**src/rtl/instr_fetch_queue.sv**
```systemverilog
// -----------------------------------------------------------------------------
// instr_fetch_queue
//
// Fetch front end feeding the decode/control path. Owns the fetch PC, issues
// one word read per cycle to a synchronous instruction memory (data returns one
// cycle after the request), buffers returned words together with their PCs in
// a small FIFO and hands the head entry to the control unit.
//
// Handshake: the head entry is transferred on a rising edge where
// instr_valid=1 and instr_ready=1. instr_valid does not depend on
// instr_ready, and instr_ready is ignored while instr_valid=0.
//
// Ports:
//   clk          clock, all state updates on the rising edge
//   rst          asynchronous active-low reset
//   imem_req     read request issued this cycle
//   imem_addr    word address of the request (bits [1:0] always 0)
//   imem_rdata   instruction word, valid one cycle after imem_req
//   instr        head instruction, NOP (0x13) when instr_valid=0
//   instr_pc     PC of the head instruction, 0 when instr_valid=0
//   instr_valid  head entry present
//   instr_ready  consumer accepts the head entry this cycle
//   pc_src       redirect request (taken branch / jump)
//   pc_target    redirect address, bits [1:0] ignored
// -----------------------------------------------------------------------------
module instr_fetch_queue #(
  parameter int              WIDTH    = 32,
  parameter int              DEPTH    = 4,
  parameter logic [WIDTH-1:0] RESET_PC = '0
) (
  input  logic             clk,
  input  logic             rst,
  output logic             imem_req,
  output logic [WIDTH-1:0] imem_addr,
  input  logic [WIDTH-1:0] imem_rdata,
  output logic [WIDTH-1:0] instr,
  output logic [WIDTH-1:0] instr_pc,
  output logic             instr_valid,
  input  logic             instr_ready,
  input  logic             pc_src,
  input  logic [WIDTH-1:0] pc_target
);

  localparam int AW = $clog2(DEPTH);
  localparam logic [WIDTH-1:0] NOP = WIDTH'(32'h0000_0013);

  // Fetch state
  logic [WIDTH-1:0] fetch_pc;
  logic [WIDTH-1:0] req_pc;      // PC of the request whose data arrives now
  logic             inflight;    // a response is on imem_rdata this cycle

  // Queue state
  logic [WIDTH-1:0] q_instr [DEPTH];
  logic [WIDTH-1:0] q_pc    [DEPTH];
  logic [AW-1:0]    head;
  logic [AW-1:0]    tail;
  logic [AW:0]      count;

  // Combinational control
  logic [AW+1:0]    occupancy;
  logic             push;
  logic             pop;
  logic [WIDTH-1:0] target_aligned;
  logic             unused_target_bits;

  assign target_aligned     = {pc_target[WIDTH-1:2], 2'b00};
  assign unused_target_bits = ^pc_target[1:0];

  // Slots already spoken for: stored entries plus the response on its way.
  // Reserving a slot at request time is what makes overflow impossible.
  assign occupancy = {1'b0, count} + {{(AW+1){1'b0}}, inflight};

  always_comb begin
    imem_req  = 1'b0;
    imem_addr = fetch_pc;
    if (rst && !pc_src && (occupancy < (AW+2)'(DEPTH))) begin
      imem_req = 1'b1;
    end
  end

  // No request is ever issued in a redirect cycle, so the only wrong-path
  // response that can exist is the one arriving during the redirect cycle
  // itself. Suppressing the push on that edge is the complete discard.
  assign push = inflight & ~pc_src;

  assign instr_valid = (count != '0);
  assign pop         = instr_valid & instr_ready;

  always_comb begin
    instr    = NOP;
    instr_pc = '0;
    if (instr_valid) begin
      instr    = q_instr[head];
      instr_pc = q_pc[head];
    end
  end

  // Fetch PC and in-flight tracking
  always_ff @(posedge clk or negedge rst) begin
    if (!rst) begin
      fetch_pc <= RESET_PC;
      req_pc   <= RESET_PC;
      inflight <= 1'b0;
    end else begin
      if (pc_src) begin
        fetch_pc <= target_aligned;
      end else if (imem_req) begin
        fetch_pc <= fetch_pc + WIDTH'(4);   // wraps modulo 2^WIDTH
      end
      inflight <= imem_req;
      if (imem_req) begin
        req_pc <= fetch_pc;
      end
    end
  end

  // Queue pointers and occupancy. A redirect empties the queue; a pop in the
  // same edge is simply absorbed by the flush.
  always_ff @(posedge clk or negedge rst) begin
    if (!rst) begin
      head  <= '0;
      tail  <= '0;
      count <= '0;
    end else if (pc_src) begin
      head  <= '0;
      tail  <= '0;
      count <= '0;
    end else begin
      if (push) begin
        tail <= tail + AW'(1);
      end
      if (pop) begin
        head <= head + AW'(1);
      end
      case ({push, pop})
        2'b10:   count <= count + (AW+1)'(1);
        2'b01:   count <= count - (AW+1)'(1);
        default: count <= count;
      endcase
    end
  end

  // Queue storage; contents are only meaningful below count, so no reset.
  always_ff @(posedge clk) begin
    if (push && rst) begin
      q_instr[tail] <= imem_rdata;
      q_pc[tail]    <= req_pc;
    end
  end

endmodule

```
**config.mk**
```make
export PLATFORM = sky130hd
export DESIGN_NAME = instr_fetch_queue
export DESIGN_NICKNAME = d
export VERILOG_FILES = /design/src/rtl/instr_fetch_queue.sv
export SDC_FILE = /design/constraint.sdc
export NUM_CORES = 1
export LEC_CHECK = 0
export BUFFER_PORTS_ARGS = -buffer_cell sky130_fd_sc_hd__buf_2
export CAP_MARGIN = 10
export CELL_PAD_IN_SITES_DETAIL_PLACEMENT = 0
export CELL_PAD_IN_SITES_GLOBAL_PLACEMENT = 1
export CORE_AREA = 2 2 157 198
export CTS_CLUSTER_DIAMETER = 80
export CTS_CLUSTER_SIZE = 10
export DETAILED_ROUTE_END_ITERATION = 7
export DIE_AREA = 0 0 159 200
export PLACE_DENSITY = 0.8
export SLEW_MARGIN = 20
export SYNTH_ARGS = -nofsm -noshare
export SYNTH_HDL_FRONTEND = slang
export SYNTH_SLANG_ARGS = --single-unit
export TNS_END_PERCENT = 100
```
**constraint.sdc**
```tcl
create_clock -name clk -period 7.2 [get_ports clk]
set_input_delay 0.36 -clock clk [delete_from_list [all_inputs] [get_ports clk]]
set_output_delay 0.36 -clock clk [all_outputs]
set_load 0.02 [all_outputs]
```
==> metrics.md, run 1 <==
| Metric | Value |
|---|---|
| Outcome | finished, final reports clean |
| Max Fclk | 276 MHz |
| Hold crit path type | primary input to register |
| Area leader, netlist | edfxtp_1 |
| Worst Skew | 21.7 ps |
| Fin. max-slew vios | 0 |
| Clock sinks | 316 |
| Critical Path Most Common Cell | nor3_1 |
| Largest net degree at the start of global routing | 64 |
| Drt via density | 5.32 |
| GRT overflow | 0 |
| Final Cell Area | 0.0150 mm^2 |
| Comb pwr share | 23.4% |
| RSZ-0062 raised after global routing | false |
| Clock power frac | 32.1% |
| Vias | 7263 |
| P_leak | 5.57 nW |
| CTS Buf Count | 37 |
| CP Data Arrival Time | 3980 ps |
| Area contributors post-synth | edfxtp_1, dfrtp_1, mux4_2, nand2_1, and2_1 |
| Ports | 166 |
| Core Box Area | 0.0298 mm^2 |
| Std-Cell Rows | 71 |
| Ys flop type | edfxtp_1 |
| Detail Placement HPWL | 15300 um |
| CP max-delay cell | clkinv_2 |
| Antenna violations before repair | 0 |
| Pwr Density | 354 mW/mm^2 |
| Final total power | 5.30 mW |
| Slew @ Worst Pin | 1030 ps |
| Setup CP Type | register to register |
| Sequential share of power | 44.6% |
| First DRT Iteration DRCs | 495 |
| Crit path launch type | register |
| # DRC | 0 |
| Smallest hold slack | 54.9 ps |
| Internal power | 3.69 mW |
| Max VDD drop | 0.000243 V |
| Final #Nets | 1015 |
| Final setup fails | 0 |
| Antenna cells | 0 |
| P&R area growth vs syn | 17.6% |
| DIE HEIGHT | 200 um |
| RePlAce Congestion | 0.763 |
| Post-DP Area | 0.0139 mm^2 |
| Crit-path max FO | 62 |
| Ys async rst share | 21.5% |
| Post-CTS sizing | 0 |
| Max Cap Violations | 0 |
| Min Clock Period, post-route | 3620 ps |
| Switching Share | 30.4% |
| Utilization after layout | 50.2% |
| Seq/Total Area, Yosys | 71.8% |
| Initial Util | 42.7% |
| Sum of negative setup slack | 0 ps |
| Drt wl/cell | 19.9 um |
| Vias in the first global route | 7357 |
| Critical-path cell list | nor3_1 -> clkinv_2 -> nand2_1 -> a21oi_1 -> fa_1 -> nor3_1 -> o21ai_0 -> nor3b_1 |
| CP endpoint kind | register |
| Clock Root Buffer | clkbuf_16 |
| Share of cells above drive strength 1 | 29.7% |
| Die ar. | 0.0318 mm^2 |
| Number of synthesized flops with an enable pin | 248 |
| DRT Pass-1 Iters | 4 |
| Antenna Nets Post-Route | 0 |
| Max incr delay on CP | 890 ps |
| Rel. slew slack | 31.4% |
| Crit share post-route | 50.3% |
| First-pass GRT wire length | 42000 um |
| R2r setup slk | 3580 ps |
| Total track usage | 17.2% |
| Die W | 159 um |
| Final Hold Vio Count | 0 |
| Post-Syn Instances | 779 |
| Yosys reg bits | 316 |
| Yosys top cell area share | 58.4% |
| Post-synthesis cell area | 0.0127 mm^2 |
| # port buffers | 159 |
| Yosys cell types | 50 |
| Yosys warns | 0 |
| Clock buffer depth | 3 |
| Critical path required time | 7560 ps |
| CTS tree | yes |
| H-tree depth | 2 |
| DRT Wirelength | 27100 um |
| Syn_area_per_cell | 16.4 um^2 |
| Psw | 1.61 mW |
| Worst-path clk slew | 60 ps |
| Layout fillers | 2592 |
| Clock latency on the worst-skew pair | 510 ps |
-- worst max-delay path: cells and delay by family (launching register included) --
| family | cells | cell delay, ps |
|---|---|---|
| AO/OA/AOI/OAI | 2 | 210 |
| AND/OR/NAND/NOR | 4 | 1510 |
| adder cells (fa/ha/maj) | 1 | 410 |
| flip-flops | 1 | 430 |
| buffers and inverters | 1 | 890 |
-- state kept, by name (all words and copies together) (netlist names) --
name and count:
head 2, imem_addr 30, count 3, inflight 1, req_pc 30, q_instr 128, q_pc 120, tail 2
-- placed cells by master (no fill, tap or decap), drive strengths merged, types with 2 or more instances in the layout --
master	n
inv	9
nand3b	3
nand3	23
a21o	2
o21ai	18
and2	66
a22oi	5
buf	163
nor2	17
o21bai	2
and3	6
clkbuf	61
a21oi	5
nor3	9
o211ai	11
xnor2	2
mux4	62
xor2	3
or2	4
or4	2
nor4	2
nand2	124
edfxtp	248
a32oi	3
nand4	8
clkinv	2
a31oi	2
ha	5
dfrtp	68
a41oi	3
mux2i	3
o311ai	10
conb	4
-- through the flow --
stage	std cells	setup WS, ps
detailed placement	1302	3870
global route	1365	3160
finish	1365	3580
CTS	1365	3590
global placement	1302	3920
floorplan	782	4570
-- final timing paths --
kind / cells after the start / to / start
max: 8 / count[2]$_DFFE_PN0P_ / count[0]$_DFFE_PN0P_
max reg2reg: 8 / count[2]$_DFFE_PN0P_ / count[0]$_DFFE_PN0P_
min reg2reg: 0 / q_pc[2][25]$_DFFE_PP_ / req_pc[25]$_DFFE_PN0P_
min in group asynchronous: 2 / req_pc[14]$_DFFE_PN0P_ / rst
min: 3 / imem_addr[6]$_DFFE_PN0P_ / pc_target[6]
max in group asynchronous: 3 / head[1]$_DFFE_PN0P_ / rst
-- routing by layer --
layer | up-vias | share of wire (%) | track usage [%]
met5 | - | 0 | 0
met4 | 0 | 2.8 | 6.20
met3 | 59 | 5.2 | 3.24
met2 | 219 | 50 | 29.5
met1 | 3703 | 42 | 22.2
li1 | 3282 | - | -
-- timing repair --
action | 4_1_cts | 5_1_grt
endpoints found under the hold margin | 34 | 0
setup buffers | 0 | 0
hold buffers | 1 | 0
-- synth_stat cells, drive strengths merged (3+ instances only) --
| master | n |
|---|---|
| xor2 | 3 |
| nand3b | 3 |
| o311ai | 10 |
| edfxtp | 248 |
| dfrtp | 68 |
| a32oi | 3 |
| ha | 5 |
| a22oi | 5 |
| clkbuf | 21 |
| nand4 | 8 |
| buf | 23 |
| and2 | 66 |
| mux2i | 3 |
| and3 | 6 |
| mux4 | 62 |
| or2 | 4 |
| a21oi | 5 |
| o211ai | 11 |
| nor2 | 17 |
| inv | 9 |
| nor3 | 9 |
| o21ai | 18 |
| nand3 | 23 |
| a41oi | 3 |
| nand2 | 124 |
-- cell type report --
cell class,count,area (um^2),area share [%]
timing repair buffer,164,838,5.59
clock inverter,1,8.76,0.0585
inverter,10,40.0,0.267
sequential,316,9160,61.1
clock buffer,61,1080,7.21
multi-input combinational,412,3360,22.4
tap,401,502,3.35
-- cells by family (layout without fill, tap and decap cells) --
| kind of cell | Yosys count | count (layout) | synth area share [%] |
|---|---|---|---|
| fa+ha+maj | 6 | 6 | 0.648 |
| compound gates | 66 | 66 | 3.63 |
| other cells | 1 | 4 | 0.0294 |
| flops | 316 | 316 | 71.8 |
| simple gates | 266 | 266 | 10.3 |
| xor+xnor | 5 | 5 | 0.344 |
| mux | 65 | 65 | 11.2 |
| buf+inv | 54 | 236 | 2.05 |
-- power by group through the flow --
stage | registers (mW) | clock network, mW | logic, mW
after CTS | 2.37 | 1.74 | 1.27
after floorplan | 2.32 | 0 | 0.896
after global routing | 2.40 | 1.81 | 1.35
after global placement | 2.39 | 0 | 1.26
final | 2.36 | 1.70 | 1.24
after detailed placement | 2.41 | 0 | 1.27
(Power assumes the default switching activity.)
==> run 2, diff against run 1 <==
ABC_AREA = 1   (was not set)
CORE_AREA = 2 2 166 209   (was 2 2 157 198)
DIE_AREA = 0 0 168 211   (was 0 0 159 200)
PLACE_DENSITY = 0.84   (was 0.8)
clock period = 3.3 ns   (was 7.2 ns; I/O delays follow)
==> metrics.md, run 2 <==
| Metric | Value |
|---|---|
| Outcome | finished, final reports clean |
| Crit path launch type | register |
| Max incr delay on CP | 750 ps |
| Final total power | 9.74 mW |
| DIE HEIGHT | 211 um |
| Share of cells above drive strength 1 | 16.4% |
| Total track usage | 18.5% |
| CP endpoint kind | primary output |
| Yosys top cell area share | 54.9% |
| Post-synthesis cell area | 0.0136 mm^2 |
| Final setup fails | 0 |
| Final #Nets | 1590 |
| Post-DP Area | 0.0148 mm^2 |
| Yosys cell types | 32 |
| Most common cell in the synthesized netlist | nor2_1 |
| Detail Placement HPWL | 20300 um |
| Crit share post-route | 86.3% |
| Pwr Density | 593 mW/mm^2 |
| # Post-CTS Setup Buffers | 0 |
| Clock sinks | 316 |
| P_leak | 6.48 nW |
| Biggest regs | q_instr x128, q_pc x120 |
| Drt wl/cell | 16.8 um |
| Vias in the first global route | 9531 |
| # DRC | 0 |
| Biggest register | q_instr |
| Setup Slack @ Placement | 955 ps |
| Clock buffer depth | 3 |
| Clock latency on the worst-skew pair | 520 ps |
| Die W | 168 um |
| Rel. slew slack | 30.7% |
| H-tree depth | 2 |
| Hold EP | imem_addr[11]$_DFFE_PN0P_ |
| Critical path required time | 3130 ps |
| Worst r2r path cells | 6 |
| Area leader, netlist | edfxtp_1 |
| Fin. max-slew vios | 0 |
| Top post-synthesis cells by count | nor2_1, edfxtp_1, nand2_1 |
| First-pass GRT wire length | 50800 um |
| Crit-path max FO | 39 |
| Commonest non-fill, non-tap cells in the layout | nor2_1, edfxtp_1, nand2_1 |
| P&R area growth vs syn | 21.2% |
| Post-CTS sizing | 0 |
| CTS Buf Count | 37 |
| Initial Util | 40.7% |
| Worst Skew | 21.1 ps |
| Largest net degree at the start of global routing | 73 |
| Final Hold Vio Count | 0 |
| Core Box Area | 0.0333 mm^2 |
| Number of flip-flops under the largest register name | 128 |
| Clock Root Buffer | clkbuf_16 |
| Min setup slack post-route | 452 ps |
| Smallest hold slack | 138 ps |
| RePlAce Congestion | 0.849 |
| # port buffers | 159 |
| Most common cell after layout, fill and taps aside | nor2_1 |
| Slew @ Worst Pin | 1030 ps |
| Ports | 166 |
| Hold path depth | 5 |
| R2r setup slk | 1200 ps |
| Yosys reg bits | 316 |
| DRT Wirelength | 32900 um |
| DRT Pass-1 Iters | 6 |
| RSZ-0062 raised after global routing | false |
| Vias | 9775 |
| Ys flop type | edfxtp_1 |
| Critical-path cell list | inv_2 -> buf_12 -> nor2_1 -> o21ai_0 -> a21oi_1 -> buf_2 |
| Worst reg2reg endpoint | imem_addr[2]$_DFFE_PN0P_ |
| GRT overflow | 0 |
| Final Cell Area | 0.0164 mm^2 |
| Post-Syn Instances | 1300 |
| Worst-path clk slew | 60 ps |
| CTS tree | yes |
| Layout fillers | 3028 |
| Max Cap Violations | 0 |
| Antenna Nets Post-Route | 0 |
| Yosys warns | 0 |
| Setup CP Type | register to primary output |
| Antenna cells | 0 |
| Max VDD drop | 0.000306 V |
| Flip-flop and latch area | 0.00915 mm^2 |
| Ys async rst share | 21.5% |
| Hold Startpoint | pc_src |
| CP Data Arrival Time | 2680 ps |
| Min Clock Period, post-route | 2850 ps |
| Drt via density | 5.00 |
| CP max-delay cell | dfrtp_2 |
| Max Fclk | 351 MHz |
| Area of the multi-input gates | 0.00380 mm^2 |
| Die ar. | 0.0354 mm^2 |
| Hold buffer count at CTS | 64 |
| Number of synthesized flops with an enable pin | 248 |
| Utilization after layout | 49.3% |
| Syn_area_per_cell | 10.4 um^2 |
| Area contributors post-synth | edfxtp_1, dfrtp_1, nor2_1, o21ai_0, nand2_1 |
| First DRT Iteration DRCs | 611 |
| Hold crit path type | primary input to register |
| Seq/Total Area, Yosys | 67.5% |
| RR Startpoint | count[0]$_DFFE_PN0P_ |
| Antenna violations before repair | 0 |
| Std-Cell Rows | 75 |
==> run 2: changes by cell type in the layout (fill, tap and decap cells not counted), sizes merged, moves of 10 or more <==
cell	change
nor2	+322
buf	+14
o21ai	+135
a21oi	+63
nand2	+74
dlygate4sd3	+63
and2	-65
mux4	-62
o311ai	-10
nand3	+39
inv	+60
==> run 2: cell type report <==
cell class	instances	share of cell area (%)
clock buffer	52	5.98
clock inverter	3	0.289
inverter	76	1.74
multi-input combinational	844	23.1
sequential	316	55.7
tap	423	3.22
timing repair buffer	241	9.95
==> run 2: critical path: cells and delay by family (launching register included) <==
family                 cells  cell delay, ps
buffers and inverters      3             950
DFF                        1             750
and+or+nand+nor            1             110
AOI/OAI and AO/OA          2             320
==> run 2: power breakdown <==
group	leakage, nW	switching (mW)	internal [mW]
Clock	0.497	1.47	2.13
Sequential	3.06	0.225	4.51
Combinational	2.93	0.952	0.450
Total	6.48	2.64	7.09
==> run 2: worst max-delay path by stage <==
stage,start,end,slack [ps],cells after the start
final,head[1]$_DFFE_PN0P_,instr_pc[8],450,6
after global routing,head[0]$_DFFE_PN0P_,instr[20],280,6
after CTS,head[1]$_DFFE_PN0P_,instr_pc[8],390,6
after detailed placement,head[1]$_DFFE_PN0P_,instr_pc[8],950,6
after global placement,head[1]$_DFFE_PN0P_,instr_pc[8],940,6
after floorplan,tail[0]$_DFFE_PN0P_,q_instr[2][0]$_DFFE_PP_,-420,4
==> run 2: kinds of logic after synthesis <==
kind of cell             count (synthesis)  share of synthesized area [%]
other                                    1                         0.0277
XOR/XNOR                                 1                         0.0646
buffers and inverters                  143                           4.79
adder cells (fa/ha/maj)                  6                          0.609
AO/OA/AOI/OAI                          230                           8.67
AND/OR/NAND/NOR                        603                           18.3
flip-flops                             316                           67.5
==> run 2: routing by layer <==
layer	up-vias	track usage, %	wire length, um
met4	0	6.93	898
met5	-	0	0
li1	4792	-	-
met3	52	3.02	1430
met1	4701	22.5	13800
met2	230	33.2	16800
==> run 2: stage by stage <==
step | setup TNS [ps] | std cells
CTS | 0 | 1955
global placement | 0 | 1836
finish | 0 | 1955
floorplan | -96680 | 1303
detailed placement | 0 | 1836
global route | 0 | 1955
